`src/rtl/wptr_handler.sv`:
```
// Write-side pointer, full/level and overflow logic for the async FIFO.
// Optional macro WPTR_OVF_CNT_EN adds a saturating overflow event counter.
module wptr_handler #(
   parameter int PTR_WIDTH    = 3,
   parameter int AFULL_THRESH = 6
) (
   input  logic               wclk,
   input  logic               w_rstn,
   input  logic               wen,
   input  logic               ovf_clr,
   input  logic [PTR_WIDTH:0] g_rptr_sync,
   output logic [PTR_WIDTH:0] b_wptr,
   output logic [PTR_WIDTH:0] g_wptr,
   output logic               wr_mem_en,
   output logic               full,
   output logic               almost_full,
   output logic [PTR_WIDTH:0] wr_level,
`ifdef WPTR_OVF_CNT_EN
   output logic [7:0]         ovf_cnt,
`endif
   output logic               overflow
);

   localparam logic [PTR_WIDTH:0] AF_TH = (PTR_WIDTH+1)'(AFULL_THRESH);

   logic               acc;
   logic               ovf_evt;
   logic               full_next;
   logic               afull_next;
   logic [PTR_WIDTH:0] b_wptr_next;
   logic [PTR_WIDTH:0] g_wptr_next;
   logic [PTR_WIDTH:0] b_rptr_sync;
   logic [PTR_WIDTH:0] level_next;

   assign acc       = wen & ~full;
   assign ovf_evt   = wen & full;
   assign wr_mem_en = acc;

   assign b_wptr_next = b_wptr + {{PTR_WIDTH{1'b0}}, acc};
   assign g_wptr_next = (b_wptr_next >> 1) ^ b_wptr_next;

   // full when the write pointer is exactly one lap ahead of the read pointer
   assign full_next = (g_wptr_next ==
      {~g_rptr_sync[PTR_WIDTH:PTR_WIDTH-1], g_rptr_sync[PTR_WIDTH-2:0]});

   always_comb begin
      b_rptr_sync = '0;
      for (int i = 0; i <= PTR_WIDTH; i++)
         b_rptr_sync[i] = ^(g_rptr_sync >> i);
   end

   assign level_next = b_wptr_next - b_rptr_sync;
   assign afull_next = (level_next >= AF_TH);

   always_ff @(posedge wclk or negedge w_rstn) begin
      if (!w_rstn) begin
         b_wptr      <= '0;
         g_wptr      <= '0;
         full        <= 1'b0;
         almost_full <= 1'b0;
         wr_level    <= '0;
      end else begin
         b_wptr      <= b_wptr_next;
         g_wptr      <= g_wptr_next;
         full        <= full_next;
         almost_full <= afull_next;
         wr_level    <= level_next;
      end
   end

   // a new overflow event beats a simultaneous clear
   always_ff @(posedge wclk or negedge w_rstn) begin
      if (!w_rstn)
         overflow <= 1'b0;
      else if (ovf_evt)
         overflow <= 1'b1;
      else if (ovf_clr)
         overflow <= 1'b0;
   end

`ifdef WPTR_OVF_CNT_EN
   always_ff @(posedge wclk or negedge w_rstn) begin
      if (!w_rstn)
         ovf_cnt <= '0;
      else if (ovf_clr)
         ovf_cnt <= '0;
      else if (ovf_evt && ovf_cnt != 8'hFF)
         ovf_cnt <= ovf_cnt + 8'd1;
   end
`endif

endmodule
```
`config.mk`:
```
export PLATFORM = sky130hd
export DESIGN_NAME = wptr_handler
export DESIGN_NICKNAME = d
export VERILOG_FILES = /design/src/rtl/wptr_handler.sv
export SDC_FILE = /design/constraint.sdc
export NUM_CORES = 1
export LEC_CHECK = 0
export CORE_MARGIN = 2
export CORE_UTILIZATION = 30
export CTS_BUF_LIST = sky130_fd_sc_hd__clkbuf_8 sky130_fd_sc_hd__clkbuf_16
export DETAILED_ROUTE_END_ITERATION = 12
export GPL_TIMING_DRIVEN = 0
export PLACE_DENSITY_LB_ADDON = 0.12
export SLEW_MARGIN = 20
export SYNTH_ARGS = -nofsm -noshare
export SYNTH_HDL_FRONTEND = slang
export SYNTH_SLANG_ARGS = --single-unit
```
`constraint.sdc`:
```
create_clock -name wclk -period 2.7 [get_ports wclk]
set_clock_uncertainty 0.05 [all_clocks]
set_input_delay 0.54 -clock wclk [delete_from_list [all_inputs] [get_ports wclk]]
set_output_delay 0.54 -clock wclk [all_outputs]
set_load 0.005 [all_outputs]
```
After elaboration in Yosys (flattened, before gate mapping)
Index checks and enable logic that the tools add are counted.
- register bits: 15
- output and inout bits: 16
- bits in writable memories: 0
- bits in latches: 0
- memories: 0
- bits in read-only memories: 0
- logic and storage cells: 22
- bitwise gates (word level): 5
- multiply operators: 0
- equality and inequality tests: 1
- $add $sub $neg: 2
- muxes and demuxes: 2
- order comparisons: 1
- reductions and logical operators: 5
- shifts and indexed selects: 0
- divide/modulo/power cells: 0
- operator list (cell ; count):
    $reduce_xor 4->1 ; 4
    $add 4x1->4 ; 1
    $eq 4x4->1 ; 1
    $ge 4x3->1 const B ; 1
    $sub 4x4->4 ; 1
    $xor 3x4->4 ; 1
    $and 1x1->1 ; 2
    $mux 1 ; 2
    $not 2->2 ; 1
    $reduce_bool 2->1 ; 1
    $not 1->1 ; 1

Logic depth before layout (Yosys ltp)
Gate-level depths: netlist of run 1.
- word-level depth: 5
- gate-level depth with buffers: 8
- depth with buffers taken out: 8

Worst setup path after synthesis of run 1
Ideal clock, no wire load.
- kind: input-to-reg
- start point: in wen
- end point: reg almost_full
- cell stages on the path: 8
- path slack: 0.301 ns
- path buffers: 0
- data arrival time: 2.220 ns
- setup time: 0.130 ns
- cell sequence: nor2b_1 > ha_1 > ha_1 > inv_1 > fa_1 > inv_1 > a22oi_1 > o211ai_2
- word-level cells in the longest chain between the ends: 4
- ends and longest elaborated chain (item ; RTL line ; source):
    start: declaration ; 9 ; input logic wen,
    $and 1x1->1 ; 35 ; assign acc = wen & ~full;
    $add 4x1->4 ; 39 ; assign b_wptr_next = b_wptr + {{PTR_WIDTH{1'b0}}, acc};
    named net b_wptr_next[1] ; 30 ; logic [PTR_WIDTH:0] b_wptr_next;
    $sub 4x4->4 ; 52 ; assign level_next = b_wptr_next - b_rptr_sync;
    named net level_next[1] ; 33 ; logic [PTR_WIDTH:0] level_next;
    $ge 4x3->1 ; 53 ; assign afull_next = (level_next >= AF_TH);
    named net afull_next ; 29 ; logic afull_next;
    end signal: assignment ; 66 ; almost_full <= afull_next;
    end: declaration ; 16 ; output logic almost_full,
The timed path passes the listed nets, and every way through them passes these cells.
A chain may end at the register's enable or synchronous reset.

Final worst setup path of run 1
- start point: in g_rptr_sync[3]
- end point: reg almost_full
- word-level cells in the longest chain between the ends: 3
- elaborated cells between the ends (all ways): 6
- those cells by class: add/sub (1); order compare (1); reduce/logical (4)
- ends and longest elaborated chain (item ; RTL line ; source):
    start: declaration ; 11 ; input logic [PTR_WIDTH:0] g_rptr_sync,
    $reduce_xor 4->1 ; 49 ; b_rptr_sync[i] = ^(g_rptr_sync >> i);
    $sub 4x4->4 * ; 52 ;
    named net level_next[1] ; 33 ;
    $ge 4x3->1 * ; 53 ;
    named net afull_next ; 29 ;
Mark *: on every way through the listed nets, which the timed path passes. The rest lies on a longest branch.

==> run_summary.xml, run 1 <==
<?xml version="1.0" encoding="UTF-8"?>
<metrics>
  <group name="critical_path">
    <metric name="critPathKind" unit="">in2reg</metric>
    <metric name="timing.reg2reg.setup_slack" unit="ps">580</metric>
    <metric name="critical-path-top-delay-family" unit="">adder cells</metric>
    <metric name="critPathLaunchType" unit="">input port</metric>
    <metric name="cp.required" unit="ps">2770</metric>
    <metric name="timing.critical_path.cells" unit="">clkdlybuf4s50_1, xnor2_2, xor2_2, xnor2_1, ha_1, fa_1, inv_1, a22oi_2, o211ai_2</metric>
    <metric name="critPathMaxFanout" unit="">2</metric>
    <metric name="critical-path-slowest-cell" unit="">sky130_fd_sc_hd__fa_1</metric>
    <metric name="worst-endpoint-arrival" unit="ps">2630</metric>
    <metric name="max_stage_delay" unit="ps">500</metric>
    <metric name="timing.critical_path.buf_inv" unit="">2</metric>
    <metric name="timing.critical_path.depth" unit="">9</metric>
    <metric name="reg2reg_depth" unit="">8</metric>
    <metric name="worstSetupEndpointType" unit="">register</metric>
    <metric name="setup.worst_path.start" unit="">g_rptr_sync[3]</metric>
    <metric name="crit_path_end" unit="">almost_full</metric>
    <metric name="end_of_the_worst_register_to_register_path" unit="">almost_full</metric>
    <metric name="rr_startpoint" unit="">full</metric>
  </group>
  <group name="floorplanning">
    <metric name="dieArea" unit="sq um">2850</metric>
    <metric name="floorplan.rows" unit="">17</metric>
    <metric name="placeableCoreArea" unit="sq um">2250</metric>
    <metric name="fp.dieW" unit="microns">53.4</metric>
    <metric name="die-height" unit="microns">53.4</metric>
    <metric name="pin_count" unit="">24</metric>
    <metric name="initial_utilization" unit="%">32.4</metric>
  </group>
  <group name="timing">
    <metric name="post-route-period-util" unit="%">94.8</metric>
    <metric name="max_freq" unit="MHz">391</metric>
    <metric name="slew_headroom" unit="%">57.9</metric>
    <metric name="hold_viol_final" unit="">0</metric>
    <metric name="setup_viol_count_final" unit="">0</metric>
    <metric name="min_period" unit="ps">2560</metric>
    <metric name="tightest_slew" unit="ps">629</metric>
    <metric name="slew_violations" unit="">0</metric>
    <metric name="rsz_0062_raised_after_global_routing" unit="">false</metric>
    <metric name="totalNegativeSetupSlack" unit="ps">0</metric>
  </group>
  <group name="routing">
    <metric name="starting_drt_drc_count" unit="">2</metric>
    <metric name="met1_length" unit="microns">600</metric>
    <metric name="postRouteWirelength" unit="microns">1390</metric>
    <metric name="avgViaCountPerCell" unit="">4.34</metric>
    <metric name="route.top_layer_used" unit="">met3</metric>
    <metric name="avgRoutedWirePerCell" unit="microns">12.0</metric>
    <metric name="detail_route.first_pass.iterations" unit="">5</metric>
    <metric name="postRouteAntennaNets" unit="">0</metric>
    <metric name="drcViolationCount" unit="">0</metric>
    <metric name="met3_length" unit="microns">42</metric>
    <metric name="num_vias" unit="">503</metric>
    <metric name="met2WireLength" unit="microns">745</metric>
  </group>
  <group name="placement">
    <metric name="place.detailed.instances" unit="">111</metric>
    <metric name="buffers_added_on_ports" unit="">23</metric>
    <metric name="hpwlAfterDp" unit="microns">1090</metric>
    <metric name="gp_congestion" unit="">0.755</metric>
  </group>
  <group name="run">
    <metric name="drv.max_cap_violation_count" unit="">0</metric>
  </group>
  <group name="pwr">
    <metric name="cell_leakage_power" unit="uW">0.000502</metric>
    <metric name="ir_worst_vdd" unit="uV">705</metric>
    <metric name="pwr_density_cell" unit="nW/um^2">1440</metric>
  </group>
  <group name="synth">
    <metric name="synth_largest_area_cell" unit="">sky130_fd_sc_hd__dfrtp_1</metric>
    <metric name="synth.cell_area" unit="sq um">731</metric>
    <metric name="post_synth_main_area_contributors" unit="">sky130_fd_sc_hd__dfrtp_1, sky130_fd_sc_hd__ha_1, sky130_fd_sc_hd__xnor2_1</metric>
    <metric name="post_synthesis_cell_count" unit="">60</metric>
    <metric name="asyncSetResetFlopFracSynth" unit="%">100</metric>
    <metric name="synth_fp_nets" unit="">74</metric>
    <metric name="seq_area_frac_synth" unit="%">47.9</metric>
    <metric name="synth.top_cell.area_share" unit="%">47.9</metric>
    <metric name="synth_area_per_cell" unit="sq um">12.2</metric>
    <metric name="ys_types" unit="">22</metric>
    <metric name="yosys_most_used_dff" unit="">sky130_fd_sc_hd__dfrtp_1</metric>
    <metric name="postSynthRegisterBits" unit="">14</metric>
    <metric name="synth_enable_flop_cells" unit="">0</metric>
    <metric name="yosys_warnings" unit="">0</metric>
  </group>
  <group name="clock_tree">
    <metric name="tritoncts_num_sinks" unit="">14</metric>
    <metric name="clock_transition_time_at_the_flip_flop_clock_pins_of_the_worst_setup_and_hold_paths" unit="ps">60</metric>
    <metric name="worstSkewPairLatency" unit="ps">240</metric>
    <metric name="tritoncts_clock_tree" unit="">yes</metric>
    <metric name="number_of_hold_repair_buffers_added_at_the_cts_stage" unit="">0</metric>
    <metric name="number_of_cts_inserted_buffers" unit="">3</metric>
    <metric name="max-clock-path-buffers" unit="">2</metric>
    <metric name="clock_tree.htree_level_count" unit="">1</metric>
    <metric name="root_buffer" unit="">sky130_fd_sc_hd__clkbuf_8</metric>
  </group>
  <group name="grt">
    <metric name="grt_first_pass_wirelength" unit="microns">2280</metric>
    <metric name="grt_use_total" unit="%">11.2</metric>
    <metric name="initial_antenna_violation_count" unit="">0</metric>
    <metric name="overflow" unit="">0</metric>
    <metric name="grt_start_max_net_pins" unit="">15</metric>
    <metric name="grt_pass1_vias" unit="">512</metric>
  </group>
  <group name="finish">
    <metric name="finalCoreUtilization" unit="%">48.6</metric>
    <metric name="antennaDiodeCount" unit="">0</metric>
    <metric name="final_layout_size_suffix_gt1_share" unit="%">17.0</metric>
    <metric name="final_cells" unit="">116</metric>
    <metric name="layout.filler_cells" unit="">227</metric>
    <metric name="area_growth" unit="%">50.0</metric>
    <metric name="fin_nets" unit="">103</metric>
  </group>
  <group name="worst_hold_path">
    <metric name="path_category_of_the_worst_min_delay_check" unit="">reg2reg</metric>
  </group>
  <group name="outcome">
    <metric name="outcome" unit="">completed</metric>
  </group>
</metrics>
-- flip-flops by register name, indices dropped and copies added, names as in the netlist --
register / count
full: 1
b_wptr: 4
g_wptr: 3
almost_full: 1
overflow: 1
wr_level: 4
-- placed cells by master (no fill, tap or decap), types with 2 or more instances in the layout --
master	count
sky130_fd_sc_hd__a21oi_1	2
sky130_fd_sc_hd__xor2_1	6
sky130_fd_sc_hd__xnor2_2	2
sky130_fd_sc_hd__clkbuf_8	4
sky130_fd_sc_hd__dfrtp_1	14
sky130_fd_sc_hd__xnor2_1	6
sky130_fd_sc_hd__xor2_2	2
sky130_fd_sc_hd__buf_4	2
sky130_fd_sc_hd__ha_1	3
sky130_fd_sc_hd__inv_1	8
sky130_fd_sc_hd__nor3_1	2
sky130_fd_sc_hd__clkdlybuf4s50_1	22
-- cell usage after synthesis, types with 2 or more instances --
cell                      instances
sky130_fd_sc_hd__inv_1            8
sky130_fd_sc_hd__a21oi_1          2
sky130_fd_sc_hd__xor2_1           7
sky130_fd_sc_hd__ha_1             5
sky130_fd_sc_hd__nor3_1           2
sky130_fd_sc_hd__dfrtp_1         14
sky130_fd_sc_hd__xnor2_1          7
-- area by class of cell --
class                      instances  area (sq um)  share of cell area (%)
buffer                             1          7.51                   0.685
clock buffer                       4          55.1                    5.02
tap                               28          35.0                    3.20
sequential                        14           350                    32.0
multi-input combinational         37           378                    34.5
inverter                           8          30.0                    2.74
timing repair buffer              24           240                    21.9
-- worst min-delay path by stage --
stage             start     endpoint  cells after the start
4_1_cts            full     overflow                      2
6_report           full     overflow                      2
3_3_place_gp       full     overflow                      2
5_1_grt        overflow     overflow                      2
3_5_place_dp       full     overflow                      2
2_1_floorplan    w_rstn  almost_full                      0
-- power by group --
part           total (uW)  switching, uW  internal (uW)
Clock                 200           71.6            129
Combinational         973            430            543
Sequential            400           70.1            330
-- routing by layer --
layer  up-vias  global-route usage (%)
met1       246                    14.1
met3         0                    1.69
li1        246                       -
met4         0                    5.13
met2        11                    18.7
met5         -                       0
-- through the flow --
| step | setup WS [ps] | hold WS [ps] | instance area [sq um] | power (uW) |
|---|---|---|---|---|
| 3_3_place_gp | -288 | 456 | 996 | 1310 |
| 6_report | 140 | 456 | 1100 | 1570 |
| 2_1_floorplan | 301 | 194 | 731 | 975 |
| 5_1_grt | 23.7 | 499 | 1100 | 1730 |
| 3_5_place_dp | -280 | 449 | 996 | 1330 |
| 4_1_cts | 3.69 | 467 | 1060 | 1540 |
-- timing repair --
action                     4_1_cts  5_1_grt
setup buffers                    1        0
setup endpoints to repair        1        1
pin swaps                        1        2
resized for setup                0        7
-- cell families after synthesis --
logic type	Yosys count	share of synthesized area, %
xor gates and xnor gates	16	21.2
AOI/OAI and AO/OA	9	9.42
DFF	14	47.9
adders and majority gates	6	11.3
and+or+nand+nor	6	4.97
buffers and inverters	9	5.14
-- tightest hold or removal path, delay by kind of cell, from the launching register on --
| family | cells | cell delay, ps |
|---|---|---|
| compound gates | 1 | 60 |
| flops | 1 | 360 |
| simple gates | 1 | 50 |
Note: power is estimated with default switching activity, not from simulation.
==> inputs of run 2 (changes only) <==
--- a/config.mk
+++ b/config.mk
@@ -11,6 +11,7 @@
 export DETAILED_ROUTE_END_ITERATION = 12
 export GPL_TIMING_DRIVEN = 0
 export PLACE_DENSITY_LB_ADDON = 0.12
+export SKIP_CTS_REPAIR_TIMING = 1
 export SLEW_MARGIN = 20
 export SYNTH_ARGS = -nofsm -noshare
 export SYNTH_HDL_FRONTEND = slang
==> constraint.sdc (replaced) <==
create_clock -name wclk -period 2.7 [get_ports wclk]
set_clock_uncertainty 0.05 [all_clocks]
set_input_delay 0.54 -clock wclk [delete_from_list [all_inputs] [get_ports wclk]]
set_output_delay 0.54 -clock wclk [all_outputs]
set_load 0.01 [all_outputs]
==> run_summary.xml, run 2 (synthesized netlist as in run 1, its figures left out) <==
<?xml version="1.0" encoding="UTF-8"?>
<metrics>
  <group name="outcome">
    <metric name="outcome" unit="">completed</metric>
  </group>
  <group name="critical_path">
    <metric name="critPathKind" unit="">in2reg</metric>
    <metric name="critPathMaxFanout" unit="">4</metric>
    <metric name="worst-endpoint-arrival" unit="ps">2590</metric>
    <metric name="worstSetupEndpointType" unit="">register</metric>
    <metric name="critPathLaunchType" unit="">input port</metric>
    <metric name="end_of_the_worst_register_to_register_path" unit="">almost_full</metric>
    <metric name="cp.required" unit="ps">2770</metric>
    <metric name="timing.reg2reg.setup_slack" unit="ps">580</metric>
    <metric name="rr_startpoint" unit="">full</metric>
    <metric name="reg2reg_depth" unit="">8</metric>
  </group>
  <group name="worst_hold_path">
    <metric name="whs_endpoint" unit="">overflow</metric>
    <metric name="holdPathStages" unit="">2</metric>
    <metric name="path_category_of_the_worst_min_delay_check" unit="">reg2reg</metric>
    <metric name="min-delay-start" unit="">full</metric>
  </group>
  <group name="placement">
    <metric name="gp_congestion" unit="">0.755</metric>
    <metric name="hpwlAfterDp" unit="microns">1090</metric>
    <metric name="buffers_added_on_ports" unit="">23</metric>
  </group>
  <group name="floorplanning">
    <metric name="die-height" unit="microns">53.4</metric>
    <metric name="floorplan.rows" unit="">17</metric>
    <metric name="pin_count" unit="">24</metric>
    <metric name="initial_utilization" unit="%">32.4</metric>
    <metric name="dieArea" unit="sq um">2850</metric>
    <metric name="placeableCoreArea" unit="sq um">2250</metric>
    <metric name="fp.dieW" unit="microns">53.4</metric>
  </group>
  <group name="clock_tree">
    <metric name="clock_tree.htree_level_count" unit="">1</metric>
    <metric name="number_of_cts_inserted_buffers" unit="">3</metric>
    <metric name="tritoncts_num_sinks" unit="">14</metric>
    <metric name="tritoncts_clock_tree" unit="">yes</metric>
    <metric name="root_buffer" unit="">sky130_fd_sc_hd__clkbuf_8</metric>
    <metric name="max-clock-path-buffers" unit="">2</metric>
    <metric name="clock_transition_time_at_the_flip_flop_clock_pins_of_the_worst_setup_and_hold_paths" unit="ps">60</metric>
    <metric name="worstSkewPairLatency" unit="ps">240</metric>
  </group>
  <group name="routing">
    <metric name="postRouteAntennaNets" unit="">0</metric>
    <metric name="drcViolationCount" unit="">0</metric>
    <metric name="avgViaCountPerCell" unit="">4.34</metric>
    <metric name="num_vias" unit="">504</metric>
    <metric name="starting_drt_drc_count" unit="">2</metric>
    <metric name="avgRoutedWirePerCell" unit="microns">12.0</metric>
    <metric name="detail_route.first_pass.iterations" unit="">5</metric>
    <metric name="postRouteWirelength" unit="microns">1390</metric>
  </group>
  <group name="timing">
    <metric name="slew_violations" unit="">0</metric>
    <metric name="rsz_0062_raised_after_global_routing" unit="">false</metric>
    <metric name="hold_viol_final" unit="">0</metric>
    <metric name="min_period" unit="ps">2520</metric>
    <metric name="setup_viol_count_final" unit="">0</metric>
    <metric name="max_freq" unit="MHz">396</metric>
    <metric name="post-route-period-util" unit="%">93.5</metric>
    <metric name="slew_headroom" unit="%">57.6</metric>
    <metric name="tightest_slew" unit="ps">634</metric>
  </group>
  <group name="pwr">
    <metric name="power.total" unit="uW">1620</metric>
    <metric name="cell_leakage_power" unit="uW">0.000510</metric>
    <metric name="ir_worst_vdd" unit="uV">707</metric>
    <metric name="pwr_density_cell" unit="nW/um^2">1480</metric>
  </group>
  <group name="grt">
    <metric name="grt_first_pass_wirelength" unit="microns">2270</metric>
    <metric name="overflow" unit="">0</metric>
    <metric name="grt_start_max_net_pins" unit="">15</metric>
    <metric name="initial_antenna_violation_count" unit="">0</metric>
    <metric name="grt_pass1_vias" unit="">509</metric>
    <metric name="grt_use_total" unit="%">11.2</metric>
  </group>
  <group name="finish">
    <metric name="final_layout_size_suffix_gt1_share" unit="%">15.9</metric>
    <metric name="mostFrequentLayoutCell" unit="">sky130_fd_sc_hd__clkdlybuf4s50_1</metric>
    <metric name="fin_nets" unit="">103</metric>
    <metric name="area_growth" unit="%">49.3</metric>
    <metric name="antennaDiodeCount" unit="">0</metric>
    <metric name="finalCoreUtilization" unit="%">48.4</metric>
    <metric name="commonest_non_fill_non_tap_cells_in_the_layout" unit="">sky130_fd_sc_hd__clkdlybuf4s50_1, sky130_fd_sc_hd__dfrtp_1, sky130_fd_sc_hd__inv_1, sky130_fd_sc_hd__xor2_1, sky130_fd_sc_hd__xnor2_1</metric>
    <metric name="biggestRegsByFlops" unit="">b_wptr: 4 flops, wr_level: 4 flops, g_wptr: 3 flops</metric>
    <metric name="layout.filler_cells" unit="">229</metric>
  </group>
  <group name="run">
    <metric name="drv.max_cap_violation_count" unit="">0</metric>
  </group>
</metrics>
run 2: cell types whose count changed in the layout (fill, tap and decap cells not counted):
cell / before / now
sky130_fd_sc_hd__xor2_2: 2 / 1
sky130_fd_sc_hd__clkdlybuf4s50_1: 22 / 21
sky130_fd_sc_hd__dlymetal6s2s_1: 1 / 2
sky130_fd_sc_hd__xor2_1: 6 / 7
run 2: stage by stage:
stage          setup TNS (ps)  hold slack (ps)  worst slack [ps]  cells  instance area (sq um)
6_report                    0              456               175    116                   1090
2_1_floorplan               0              194               271     60                    731
4_1_cts                 -40.7              467             -40.7    115                   1050
3_3_place_gp             -371              456              -288    111                    996
3_5_place_dp             -352              449              -280    111                    996
5_1_grt                     0              499              23.7    116                   1090
run 2: layout make-up:
type,instances,area [sq um],share of cell area [%]
multi-input cells,37,370,33.9
flip-flops and latches,14,350,32.1
repair buffers,24,243,22.2
clock buffers,4,55.1,5.05
well taps,28,35.0,3.21
inverters,8,30.0,2.75
plain buffers,1,7.51,0.688
run 2: worst max-delay path by stage:
stage	from	endpoint	slack [ps]	cells past startpoint
2_1_floorplan	wen	almost_full	270	8
3_3_place_gp	g_rptr_sync[3]	almost_full	-290	9
3_5_place_dp	g_rptr_sync[3]	almost_full	-280	9
4_1_cts	g_rptr_sync[3]	almost_full	-40	9
5_1_grt	wen	almost_full	20	9
6_report	wen	almost_full	180	9
run 2: per-layer routing:
layer / global-route usage (%) / vias to the layer above / part of all wire (%)
met2: 18.5 / 11 / 54
li1: - / 247 / -
met1: 14.1 / 246 / 43
met5: 0 / - / 0
met3: 1.69 / 0 / 3.0
met4: 5.13 / 0 / 0
run 2: report_power, final:
part           switching, uW  internal [uW]  total, uW
Clock                   71.6            129        200
Sequential              70.1            330        400
Combinational            474            545       1020
run 2: worst max-delay path, cell delays in order:
cell and delay, ps:
sky130_fd_sc_hd__clkdlybuf4s50_1 410, sky130_fd_sc_hd__nor2b_1 150, sky130_fd_sc_hd__ha_2 370, sky130_fd_sc_hd__inv_1 60
sky130_fd_sc_hd__ha_1 220, sky130_fd_sc_hd__fa_1 500, sky130_fd_sc_hd__inv_1 70, sky130_fd_sc_hd__a22oi_2 190
sky130_fd_sc_hd__o211ai_2 90
==> RTL edit (settings of run 1) <==
Put one more register stage on the output `overflow`. The value now appears one clock later. The other outputs are not delayed to match.
--- a/src/rtl/wptr_handler.sv
+++ b/src/rtl/wptr_handler.sv
@@ -22,6 +22,8 @@
 );
 
    localparam logic [PTR_WIDTH:0] AF_TH = (PTR_WIDTH+1)'(AFULL_THRESH);
+
+   logic overflow_s0;
 
    logic               acc;
    logic               ovf_evt;
@@ -71,11 +73,11 @@
    // a new overflow event beats a simultaneous clear
    always_ff @(posedge wclk or negedge w_rstn) begin
       if (!w_rstn)
-         overflow <= 1'b0;
+         overflow_s0 <= 1'b0;
       else if (ovf_evt)
-         overflow <= 1'b1;
+         overflow_s0 <= 1'b1;
       else if (ovf_clr)
-         overflow <= 1'b0;
+         overflow_s0 <= 1'b0;
    end
 
 `ifdef WPTR_OVF_CNT_EN
@@ -89,4 +91,8 @@
    end
 `endif
 
+   always_ff @(posedge wclk) begin
+      overflow <= overflow_s0;
+   end
+
 endmodule
Formal check against the unedited RTL: not equivalent (a bounded check fails within 4 cycles, from zero or initial values and one cycle with w_rstn low).
==> RTL edit against run 1 <==
- fmax fell by 0.27%
- final area grew 1.8%
- area after synthesis rose by 2.7%
- via count increased by 3.6%
- total power down 1.1%
- wire length fell by 1.2%
- combinational power down 0.6%
- sequential power rose by 5%
- setup slack got worse by 0.0070 ns
- sequential cell count grew 1
- critical path type unchanged
==> RTL edit: results (changes against run 1) <==
[run_status]
status=finished, final reports clean

[placed_design]
post-place-ws_ns=-0.288  ; -0.00788 ns
dpl-instance-area_um2=1020  ; +2.3%
gp_congestion=0.746  ; -1.2%

[critical_path]
crit_fanout=6  ; +4

[logic_synthesis]
synth-seq-area-share_pct=49.3  ; +1.4 points
ys_types=23  ; +4.5%
synth_xor_area_share_pct=20.7  ; -0.57 points
syn_nets=75  ; +1.4%
synthArstFlopShare_pct=93.3  ; -6.7 points
synth_compound_area_share_pct=9.17  ; -0.25 points

[route]
firstDrtPassIters=4  ; -1
wire_per_inst_um=11.4  ; -4.4%

[floorplanning]
fp-row-count=18  ; +1

[finish]
multiInputGateArea_um2=375  ; -0.66%
buffer_area_share_pct=23.1  ; +0.49 points
drive_gt1_share_pct=16.7  ; -0.38 points
fin_nets=105  ; +1.9%
fin_util_pct=45.9  ; -2.7 points
clk_share_pct=4.04  ; -0.99 points
nNonClkBuffers=26  ; +4.0%

[clock_tree]
cts_resized=3  ; +3

[sta]
maxSlewHeadroom_pct=57.8  ; -0.12 points
whs_ns=0.319  ; -0.137 ns

[global_routing]
grt_pass1_vias=500  ; -2.3%
gr-usage-all-layers_pct=9.88  ; -1.4 points

[power_and_ir_drop]
p_sw_share_pct=36.2  ; -0.10 points
p_comb_mw=0.967  ; -0.6%
pwr-share-seq_pct=26.8  ; +1.4 points

[min_path]
timing.hold.worst_path_depth=0  ; -2

-- RTL edit: layer usage --
metal | GRT usage (%) | part of all wire, % | vias to the layer above
li1 | - | - | 253
met1 | 11.5 | 42 | 248
met2 | 16.7 | 51 | 15
met3 | 2.50 | 5.1 | 5
met4 | 5.00 | 2.0 | 0
met5 | 0 | 0 | -
-- RTL edit: kinds of logic (layout without fill, tap and decap cells) --
group,count (synthesis),in the layout
xor gates and xnor gates,16,16
and+or+nand+nor,6,6
buffers and inverters,9,38
AOI/OAI and AO/OA,9,9
DFF,15,15
adders and majority gates,6,6
-- RTL edit: worst max path at each step --
stage | startpoint | endpoint | slack (ns) | cells past startpoint
floorplan | wen | almost_full | 0.30 | 8
global placement | g_rptr_sync[3] | almost_full | -0.30 | 9
detailed placement | g_rptr_sync[3] | almost_full | -0.29 | 9
CTS | wen | almost_full | 0.0002 | 9
global route | wen | almost_full | 0.04 | 9
finish | wen | almost_full | 0.13 | 9
